[config.mk]
export PLATFORM = sky130hd
export DESIGN_NAME = fwd_scoreboard_flat
export DESIGN_NICKNAME = d
export VERILOG_FILES = /design/src/rtl/fwd_scoreboard_if.sv /design/src/rtl/fwd_scoreboard.sv /design/src/flat_wrapper.sv
export SDC_FILE = /design/constraint.sdc
export NUM_CORES = 1
export LEC_CHECK = 0
export ABC_AREA = 1
export CAP_MARGIN = 25
export CORE_ASPECT_RATIO = 1.25
export CORE_UTILIZATION = 40
export CTS_CLUSTER_DIAMETER = 120
export DETAILED_ROUTE_END_ITERATION = 6
export HOLD_SLACK_MARGIN = 0.15
export PLACE_DENSITY = 0.8
export SETUP_SLACK_MARGIN = 0.5
export SLEW_MARGIN = 30
export SYNTH_ARGS = -nofsm -noshare
export SYNTH_HDL_FRONTEND = slang
export SYNTH_SLANG_ARGS = --single-unit
[constraint.sdc]
create_clock -name clk_i -period 1.8 [get_ports clk_i]
set_input_delay 0.18 -clock clk_i [delete_from_list [all_inputs] [get_ports clk_i]]
set_output_delay 0.18 -clock clk_i [all_outputs]
set_load 0.005 [all_outputs]
[src/rtl/fwd_scoreboard_if.sv]
`default_nettype none
// ============================================================================
//  Module      : fwd_scoreboard_if
//  Description : Bundles stage results, source operands, issue and multi-cycle
//                signals exchanged with the forwarding/hazard unit.
//  Revision    : 1.0 - initial release
// ============================================================================
interface fwd_scoreboard_if #(
    parameter int XLEN = 32,
    parameter int NSRC = 2,
    parameter int NFWD = 3
);
    logic [NFWD-1:0]      stg_wr;
    logic [5*NFWD-1:0]    stg_rd;
    logic [NFWD-1:0]      stg_rdy;
    logic [XLEN*NFWD-1:0] stg_data;
    logic [5*NSRC-1:0]    src_rs;
    logic [NSRC-1:0]      src_use;
    logic [XLEN*NSRC-1:0] src_rf;
    logic                 id_valid;
    logic                 id_wr;
    logic [4:0]           id_rd;
    logic                 id_mc;
    logic                 mc_done;
    logic [4:0]           mc_rd;
    logic [XLEN-1:0]      mc_data;
    logic                 mc_flush;
    logic [XLEN*NSRC-1:0] fw_data;
    logic                 stall;
    logic [2:0]           stall_why;
    logic [31:0]          stall_cnt;
    logic [31:0]          sb_busy;
    logic                 sb_err;

    modport master (
        output stg_wr, stg_rd, stg_rdy, stg_data, src_rs, src_use, src_rf,
               id_valid, id_wr, id_rd, id_mc, mc_done, mc_rd, mc_data, mc_flush,
        input  fw_data, stall, stall_why, stall_cnt, sb_busy, sb_err
    );

    modport slave (
        input  stg_wr, stg_rd, stg_rdy, stg_data, src_rs, src_use, src_rf,
               id_valid, id_wr, id_rd, id_mc, mc_done, mc_rd, mc_data, mc_flush,
        output fw_data, stall, stall_why, stall_cnt, sb_busy, sb_err
    );
endinterface
`default_nettype wire

[src/rtl/fwd_scoreboard.sv]
`default_nettype none
// ============================================================================
//  Module      : fwd_scoreboard
//  Description : Operand forwarding, load/multi-cycle/WAW hazard detection and
//                a registered multi-cycle scoreboard with watchdog.
//  Revision    : 1.0 - initial release
// ============================================================================
module fwd_scoreboard #(
    parameter int XLEN    = 32,
    parameter int NSRC    = 2,
    parameter int NFWD    = 3,
    parameter int TIMEOUT = 64
) (
    input  wire logic         clk_i,
    input  wire logic         rst_i,
    fwd_scoreboard_if.slave   bus
);
    localparam int WD_W = $clog2(TIMEOUT + 1);

    logic [31:0]     sb_busy_q, sb_busy_d;
    logic [31:0]     stall_cnt_q, stall_cnt_d;
    logic [WD_W-1:0] wd_q, wd_d;
    logic            sb_err_q, sb_err_d;

    logic [NSRC-1:0] w_load_raw;
    logic [NSRC-1:0] w_mc_raw;
    logic            w_waw;
    logic            w_stall;
    logic            w_set;

    for (genvar s = 0; s < NSRC; s++) begin : g_src
        logic [4:0]      w_rs;
        logic            w_mc_hit;
        logic            w_stg_hit;
        logic            w_stg_rdy;
        logic [XLEN-1:0] w_stg_data;
        logic [XLEN-1:0] w_fw;

        assign w_rs     = bus.src_rs[5*s +: 5];
        assign w_mc_hit = bus.mc_done && (bus.mc_rd == w_rs);

        // Scan oldest to youngest so the youngest matching stage wins.
        always_comb begin
            w_stg_hit  = 1'b0;
            w_stg_rdy  = 1'b1;
            w_stg_data = bus.src_rf[XLEN*s +: XLEN];
            for (int i = NFWD - 1; i >= 0; i--) begin
                if (bus.stg_wr[i] && (bus.stg_rd[5*i +: 5] == w_rs)) begin
                    w_stg_hit  = 1'b1;
                    w_stg_rdy  = bus.stg_rdy[i];
                    w_stg_data = bus.stg_data[XLEN*i +: XLEN];
                end
            end
        end

        always_comb begin
            w_fw = w_stg_data;
            if (w_rs == 5'd0) begin
                w_fw = '0;
            end else if (w_mc_hit) begin
                w_fw = bus.mc_data;
            end
        end

        assign bus.fw_data[XLEN*s +: XLEN] = w_fw;
        assign w_load_raw[s] = bus.src_use[s] && (w_rs != 5'd0) && !w_mc_hit
                               && w_stg_hit && !w_stg_rdy;
        assign w_mc_raw[s]   = bus.src_use[s] && sb_busy_q[w_rs] && !w_mc_hit;
    end

    assign w_waw   = bus.id_wr && sb_busy_q[bus.id_rd]
                     && !(bus.mc_done && (bus.mc_rd == bus.id_rd));
    assign w_stall = bus.id_valid && ((|w_load_raw) || (|w_mc_raw) || w_waw);
    assign w_set   = bus.id_valid && !w_stall && bus.id_wr && bus.id_mc
                     && (bus.id_rd != 5'd0);

    assign bus.stall     = w_stall;
    assign bus.stall_why = {w_waw, |w_mc_raw, |w_load_raw} & {3{bus.id_valid}};
    assign bus.stall_cnt = stall_cnt_q;
    assign bus.sb_busy   = sb_busy_q;
    assign bus.sb_err    = sb_err_q;

    // Set is applied after clear so a re-issue wins over a same-cycle completion.
    always_comb begin
        sb_busy_d = sb_busy_q;
        if (bus.mc_flush) begin
            sb_busy_d = '0;
        end else begin
            if (bus.mc_done) begin
                sb_busy_d[bus.mc_rd] = 1'b0;
            end
            if (w_set) begin
                sb_busy_d[bus.id_rd] = 1'b1;
            end
        end
        sb_busy_d[0] = 1'b0;
    end

    always_comb begin
        wd_d = wd_q;
        if (bus.mc_flush || bus.mc_done || (sb_busy_q == 32'd0)) begin
            wd_d = '0;
        end else if (wd_q != WD_W'(TIMEOUT)) begin
            wd_d = wd_q + 1'b1;
        end
        sb_err_d = sb_err_q || (wd_d == WD_W'(TIMEOUT));
    end

    always_comb begin
        stall_cnt_d = stall_cnt_q;
        if (w_stall && (stall_cnt_q != 32'hFFFF_FFFF)) begin
            stall_cnt_d = stall_cnt_q + 32'd1;
        end
    end

    always_ff @(posedge clk_i) begin
        if (rst_i) begin
            sb_busy_q   <= '0;
            stall_cnt_q <= '0;
            wd_q        <= '0;
            sb_err_q    <= 1'b0;
        end else begin
            sb_busy_q   <= sb_busy_d;
            stall_cnt_q <= stall_cnt_d;
            wd_q        <= wd_d;
            sb_err_q    <= sb_err_d;
        end
    end
endmodule
`default_nettype wire

[src/flat_wrapper.sv]
// flat-port wrapper written by rule: the top's interface ports become plain ports
module fwd_scoreboard_flat 
#(
    parameter int XLEN    = 32,
    parameter int NSRC    = 2,
    parameter int NFWD    = 3,
    parameter int TIMEOUT = 64
)
  (clk_i, rst_i, bus_stg_wr, bus_stg_rd, bus_stg_rdy, bus_stg_data, bus_src_rs, bus_src_use, bus_src_rf, bus_id_valid, bus_id_wr, bus_id_rd, bus_id_mc, bus_mc_done, bus_mc_rd, bus_mc_data, bus_mc_flush, bus_fw_data, bus_stall, bus_stall_why, bus_stall_cnt, bus_sb_busy, bus_sb_err);
  fwd_scoreboard_if #(.XLEN(XLEN), .NSRC(NSRC), .NFWD(NFWD)) bus_i ();
  input  wire logic clk_i;
  input  wire logic rst_i;
  input wire logic [$bits(bus_i.stg_wr)-1:0] bus_stg_wr;
  input wire logic [$bits(bus_i.stg_rd)-1:0] bus_stg_rd;
  input wire logic [$bits(bus_i.stg_rdy)-1:0] bus_stg_rdy;
  input wire logic [$bits(bus_i.stg_data)-1:0] bus_stg_data;
  input wire logic [$bits(bus_i.src_rs)-1:0] bus_src_rs;
  input wire logic [$bits(bus_i.src_use)-1:0] bus_src_use;
  input wire logic [$bits(bus_i.src_rf)-1:0] bus_src_rf;
  input wire logic [$bits(bus_i.id_valid)-1:0] bus_id_valid;
  input wire logic [$bits(bus_i.id_wr)-1:0] bus_id_wr;
  input wire logic [$bits(bus_i.id_rd)-1:0] bus_id_rd;
  input wire logic [$bits(bus_i.id_mc)-1:0] bus_id_mc;
  input wire logic [$bits(bus_i.mc_done)-1:0] bus_mc_done;
  input wire logic [$bits(bus_i.mc_rd)-1:0] bus_mc_rd;
  input wire logic [$bits(bus_i.mc_data)-1:0] bus_mc_data;
  input wire logic [$bits(bus_i.mc_flush)-1:0] bus_mc_flush;
  output wire logic [$bits(bus_i.fw_data)-1:0] bus_fw_data;
  output wire logic [$bits(bus_i.stall)-1:0] bus_stall;
  output wire logic [$bits(bus_i.stall_why)-1:0] bus_stall_why;
  output wire logic [$bits(bus_i.stall_cnt)-1:0] bus_stall_cnt;
  output wire logic [$bits(bus_i.sb_busy)-1:0] bus_sb_busy;
  output wire logic [$bits(bus_i.sb_err)-1:0] bus_sb_err;
  assign bus_i.stg_wr = bus_stg_wr;
  assign bus_i.stg_rd = bus_stg_rd;
  assign bus_i.stg_rdy = bus_stg_rdy;
  assign bus_i.stg_data = bus_stg_data;
  assign bus_i.src_rs = bus_src_rs;
  assign bus_i.src_use = bus_src_use;
  assign bus_i.src_rf = bus_src_rf;
  assign bus_i.id_valid = bus_id_valid;
  assign bus_i.id_wr = bus_id_wr;
  assign bus_i.id_rd = bus_id_rd;
  assign bus_i.id_mc = bus_id_mc;
  assign bus_i.mc_done = bus_mc_done;
  assign bus_i.mc_rd = bus_mc_rd;
  assign bus_i.mc_data = bus_mc_data;
  assign bus_i.mc_flush = bus_mc_flush;
  assign bus_fw_data = bus_i.fw_data;
  assign bus_stall = bus_i.stall;
  assign bus_stall_why = bus_i.stall_why;
  assign bus_stall_cnt = bus_i.stall_cnt;
  assign bus_sb_busy = bus_i.sb_busy;
  assign bus_sb_err = bus_i.sb_err;
  fwd_scoreboard #(.XLEN(XLEN), .NSRC(NSRC), .NFWD(NFWD), .TIMEOUT(TIMEOUT)) u_core (.clk_i(clk_i), .rst_i(rst_i), .bus(bus_i));
endmodule
==> results of run 1 <==
## per-stage QoR
step,utilization,instances,setup WS [ns],instance area [µm²],TNS [ns]
floorplan,-,1585,-0.04163,9102,-0.4159
global placement,0.6827,2355,-1.113,14360,-128.93
detailed placement,0.6827,2355,-1.105,14360,-131.82
CTS,0.8050,2492,-0.3544,16940,-29.97
## cell families after synthesis
| family | Yosys count | synth area share |
|---|---|---|
| AO/OA/AOI/OAI | 472 | 0.3142 |
| XOR/XNOR | 35 | 0.03533 |
| adder cells (fa/ha/maj) | 3 | 0.004327 |
| buffers and inverters | 275 | 0.1266 |
| flip-flops | 71 | 0.1638 |
| other | 1 | 0.0004322 |
| AND/OR/NAND/NOR | 728 | 0.3552 |
## timing repair
| action | 4_1_cts |
|---|---|
| pin swaps | 153 |
| endpoints found under the hold margin | 0 |
| setup buffers | 90 |
| gates cloned | 31 |
| resized for setup | 854 |
| endpoints found under the setup margin | 203 |
## layer usage
metal | overflow | track usage
met5 | 0 | 0.2844
met4 | 77 | 0.8202
met3 | 1 | 0.6651
met2 | 81 | 0.9570
met1 | 1 | 0.7493
==> results.cfg, run 1 <==
[synth]
syn_avg_cell_area_um2 = 5.474
postSynthNetCount = 1830
synthesis.instances = 1585
synthTopCellsByArea = sky130_fd_sc_hd__nand2_1 (19%), sky130_fd_sc_hd__dfxtp_1 (16%), sky130_fd_sc_hd__o21ai_0 (13%), sky130_fd_sc_hd__a21oi_1 (8.1%), sky130_fd_sc_hd__o211a_1 (7.4%)
synth_top_area_frac = 0.1860
mappedNetlistArea_um2 = 8676
synth_edf_count = 0
synth-warning-count = 0
synth_largest_area_cell = sky130_fd_sc_hd__nand2_1
synth-seq-area-share = 0.1638
most_instantiated_library_cell_after_synthesis = sky130_fd_sc_hd__nand2_1
async_flop_share = 0
number_of_flip_flops_and_latches_in_the_synthesized_netlist = 71
netlist_top_cells_count = sky130_fd_sc_hd__nand2_1 (430), sky130_fd_sc_hd__o21ai_0 (233), sky130_fd_sc_hd__inv_1 (153)
ys_types = 36
most_common_flop_cell_mapped_by_yosys = sky130_fd_sc_hd__dfxtp_1

[cts]
numCtsBuffers = 9
clock_path_buffers = 2
cts-root-buf = sky130_fd_sc_hd__clkbuf_16
htreeDepth = 3
cts.sink_count = 71
cts_hold_buffers = 0

[timing]
worst-endpoint-pin-kind = top-level output
globalroute.repair_timing.worst_endpoint = bus_fw_data[45]

[outcome]
failing_step = global routing (5_1_grt)
toolErrorMsg = [ERROR GRT-0232] Routing congestion too high. Check the congestion heatmap in the GUI.
status = stopped before the end

[global_routing]
grt_start_max_net_pins = 33
grt.total_usage = 0.7865
grt_remaining_overflow = 160

[placement]
io_buffers = 373
place.detailed.hpwl_um = 37200
place.gp.congestion = 1.018

[floorplanning]
io-pin-count = 375
die_y_um = 166.7
row_count = 59
die_width_um = 133.7
start_util = 0.4124
==> run 2, diff against run 1 <==
Settings changed: CORE_ASPECT_RATIO 1.25 to default, CORE_UTILIZATION 40 to 35, CTS_CLUSTER_DIAMETER 120 to default, HOLD_SLACK_MARGIN 0.15 to default, PLACE_DENSITY 0.8 to default, PLACE_DENSITY_LB_ADDON from default to 0.15, SETUP_SLACK_MARGIN 0.5 to default.
Clock period 1.8 ns to 2.3 ns, I/O delays scaled along.
==> results.cfg, run 2 <==
[global_routing]
antenna_found_initial = 7
grt.total_usage = 0.3723
first_global_vias = 12920
grt_remaining_overflow = 0
global_route_wire_length_before_repair_um = 74500
grt_start_max_net_pins = 33

[pwr]
power-per-cell-area_nw_per_um2 = 295.1
swShare = 0.3260
ir_worst_vdd_v = 0.0005524
sequentialPowerShare = 0.267
p_switching_mw = 1.515
cell_internal_pwr_mw = 3.131
power.combinational.fraction = 0.423
power.leakage_nw = 7.082
power_frac_clock = 0.310

[floorplanning]
die_y_um = 159.4
start_util = 0.3567
core_area_um2 = 24320
io-pin-count = 375
dieArea_um2 = 25420
row_count = 57
die_width_um = 159.4

[synth]
synth_largest_area_cell = sky130_fd_sc_hd__nand2_1
number_of_flip_flops_and_latches_in_the_synthesized_netlist = 71
synthTopCellsByArea = sky130_fd_sc_hd__nand2_1 (19%), sky130_fd_sc_hd__dfxtp_1 (16%), sky130_fd_sc_hd__o21ai_0 (13%), sky130_fd_sc_hd__a21oi_1 (8.1%), sky130_fd_sc_hd__o211a_1 (7.4%)
synth_top_family_by_area = simple AND/OR/NAND/NOR gates
synth-warning-count = 0
synth_top_area_frac = 0.1860
yosys.area_share.xor_xnor = 0.03533
synth_edf_count = 0
most_common_flop_cell_mapped_by_yosys = sky130_fd_sc_hd__dfxtp_1
synthesis.instances = 1585
mappedNetlistArea_um2 = 8676
postSynthNetCount = 1830
synth_compound_gate_area_share = 0.3142
share_of_synthesized_cell_area_in_and_or_nand_and_nor_gates = 0.3552
async_flop_share = 0
syn_avg_cell_area_um2 = 5.474
netlist_top_cells_count = sky130_fd_sc_hd__nand2_1 (430), sky130_fd_sc_hd__o21ai_0 (233), sky130_fd_sc_hd__inv_1 (153)
synth-seq-area-share = 0.1638
synth_adder_area_share = 0.004327
synthMuxAreaShare = 0
ys_types = 36
most_instantiated_library_cell_after_synthesis = sky130_fd_sc_hd__nand2_1

[setup_path]
crit_path_max_fanout = 8
timing.reg2reg.worst_path_depth = 14
rrSetupSlack_ns = 0.16
worstSetupEndpointType = output port
timing.critical_path.from = bus_src_rs[0]
cp-start-kind = input port
reg2reg_to = u_core.bus.stall_cnt[26]$_SDFFE_PP0P_
worstSetupEndpoint = bus_fw_data[26]
regToRegStartpoint = u_core.bus.stall_cnt[0]$_SDFFE_PP0P_
cp_data_required_time_ns = 2.07
arrival_ns = 2.05
path_class = in2out

[outcome]
status = finished clean

[final_layout]
layout.cells.most_common = sky130_fd_sc_hd__nand2_1
final_cell_mix = sky130_fd_sc_hd__nand2_1 (416), sky130_fd_sc_hd__clkdlybuf4s50_1 (266), sky130_fd_sc_hd__buf_4 (172), sky130_fd_sc_hd__inv_1 (143), sky130_fd_sc_hd__a21oi_1 (132)
flip_flop_count_of_the_largest_register_all_copies_and_words_added = 32
nNetsFinal = 2365
stdcell_count = 2456
postLayoutCellArea_um2 = 15740
drive_gt1_frac = 0.2367
area_delta_synth_final_pct = 81.47

[cts]
numCtsBuffers = 9
tritoncts = done
cts.sink_count = 71
cts_hold_buffers = 0
clock_path_buffers = 2
cts-root-buf = sky130_fd_sc_hd__clkbuf_16
clk_transition_reported_paths_ns = 0.06
htreeDepth = 3
insertion_delay_ns = 0.34

[timing]
timing.setup.tns_ns = 0
setup_ws_ns = 0.02087
period_minus_slack_ns = 2.279
setup_violations = 0
timing.final.crit_share = 0.9909
setup_repair_after_global_routing_missed_its_margin = true
fin_skew_ns = 0.009906
max_slew.worst_pin.slew_ns = 0.5989
fmax_ghz = 0.4388
maxSlewViolCount = 0
slew_headroom = 0.6007
number_of_endpoints_with_negative_hold_slack_in_the_final_report = 0

[run]
drv_cap = 0

[placement]
place.gp.congestion = 0.9776
dp.cells = 2354
place_ws_ns = -0.9940
place.detailed.hpwl_um = 35680
io_buffers = 373
total_placed_instance_area_um2 = 13860

[routing]
drt-pass1-iter-count = 6
wl_um = 49520
routed_via_density = 5.541
post-route-drc-count = 0
drtAntennaViolNets = 0
dr_total_vias = 13610
drt-initial-drc-count = 1404
wl_per_cell_um = 20.16

[worst_hold_path]
holdCritPathClass = reg2reg
run 2: cell counts after synthesis:
No cell type changed its count.
run 2: kinds of logic (layout without fill, tap and decap cells):
group | count (synthesis) | after routing
AND/OR/NAND/NOR | 728 | 728
other | 1 | 8
buffers and inverters | 275 | 815
AO/OA/AOI/OAI | 472 | 472
flip-flops | 71 | 71
adder cells (fa/ha/maj) | 3 | 3
XOR/XNOR | 35 | 35
run 2: power by group through the flow:
stage	Clock, mW	Sequential, mW	Combinational [mW]
6_report	1.44	1.24	1.97
4_1_cts	1.45	1.24	1.90
3_5_place_dp	0	1.26	1.77
2_1_floorplan	0	1.27	0.685
3_3_place_gp	0	1.26	1.78
5_1_grt	1.50	1.24	2.09
run 2: area by class of cell:
cell class	instances	area, µm²
fillers	2297	8576
multi-input cells	1239	6636
repair buffers	627	6265
flip-flops and latches	71	1436
inverters	172	675.6
well taps	324	405.4
clock buffers	11	242.7
clock inverters	5	65.06
diodes	7	17.52
run 2: metal layers:
| metal | vias to the layer above | GRT usage | share of wire |
|---|---|---|---|
| met5 | - | 0 | 0 |
| met4 | 0 | 0.2137 | 0.058 |
| met3 | 195 | 0.04767 | 0.073 |
| met2 | 794 | 0.6411 | 0.48 |
| met1 | 6225 | 0.4452 | 0.39 |
| li1 | 6395 | - | - |
run 2: how the worst min path moves through the flow:
stage | start | end | slack [ns] | depth (start not counted)
final | u_core.bus.sb_err$_SDFF_PP0_ | u_core.bus.sb_err$_SDFF_PP0_ | 0.47 | 2
after global routing | u_core.bus.sb_err$_SDFF_PP0_ | u_core.bus.sb_err$_SDFF_PP0_ | 0.52 | 2
after CTS | u_core.bus.sb_err$_SDFF_PP0_ | u_core.bus.sb_err$_SDFF_PP0_ | 0.47 | 2
after detailed placement | u_core.bus.sb_err$_SDFF_PP0_ | u_core.bus.sb_err$_SDFF_PP0_ | 0.46 | 2
after global placement | u_core.bus.sb_err$_SDFF_PP0_ | u_core.bus.sb_err$_SDFF_PP0_ | 0.46 | 2
after floorplan | bus_mc_flush | u_core.wd_q[6]$_SDFF_PP0_ | 0.40 | 3
run 2: repair_timing:
action | 4_1_cts | 5_1_grt
gates resized for setup | 537 | 154
pin swaps | 108 | 93
endpoints found under the setup margin | 131 | 128
gates cloned | 20 | 2
endpoints found under the hold margin | 0 | 0
setup buffers | 51 | 13
run 2: through the flow:
stage | hold slack, ns | power, mW | utilization
after detailed placement | 0.4559 | 3.039 | 0.5700
final | 0.4664 | 4.646 | 0.6474
after CTS | 0.4745 | 4.584 | 0.6370
after floorplan | 0.4030 | 1.951 | -
after global placement | 0.4563 | 3.040 | 0.5700
after global routing | 0.5246 | 4.831 | 0.6474
run 2: critical path: stages:
cell	delay, ns
sky130_fd_sc_hd__buf_4	0.15
sky130_fd_sc_hd__buf_4	0.16
sky130_fd_sc_hd__inv_4	0.05
sky130_fd_sc_hd__nand2_1	0.05
sky130_fd_sc_hd__nand2_1	0.06
sky130_fd_sc_hd__nor2_1	0.05
sky130_fd_sc_hd__nand3_2	0.11
sky130_fd_sc_hd__clkinv_4	0.12
sky130_fd_sc_hd__buf_8	0.15
sky130_fd_sc_hd__buf_4	0.12
sky130_fd_sc_hd__buf_4	0.12
sky130_fd_sc_hd__nand2_1	0.05
sky130_fd_sc_hd__o21ai_1	0.05
sky130_fd_sc_hd__o21ai_1	0.19
sky130_fd_sc_hd__o211a_1	0.18
sky130_fd_sc_hd__clkdlybuf4s15_2	0.20
(Power assumes the default switching activity.)
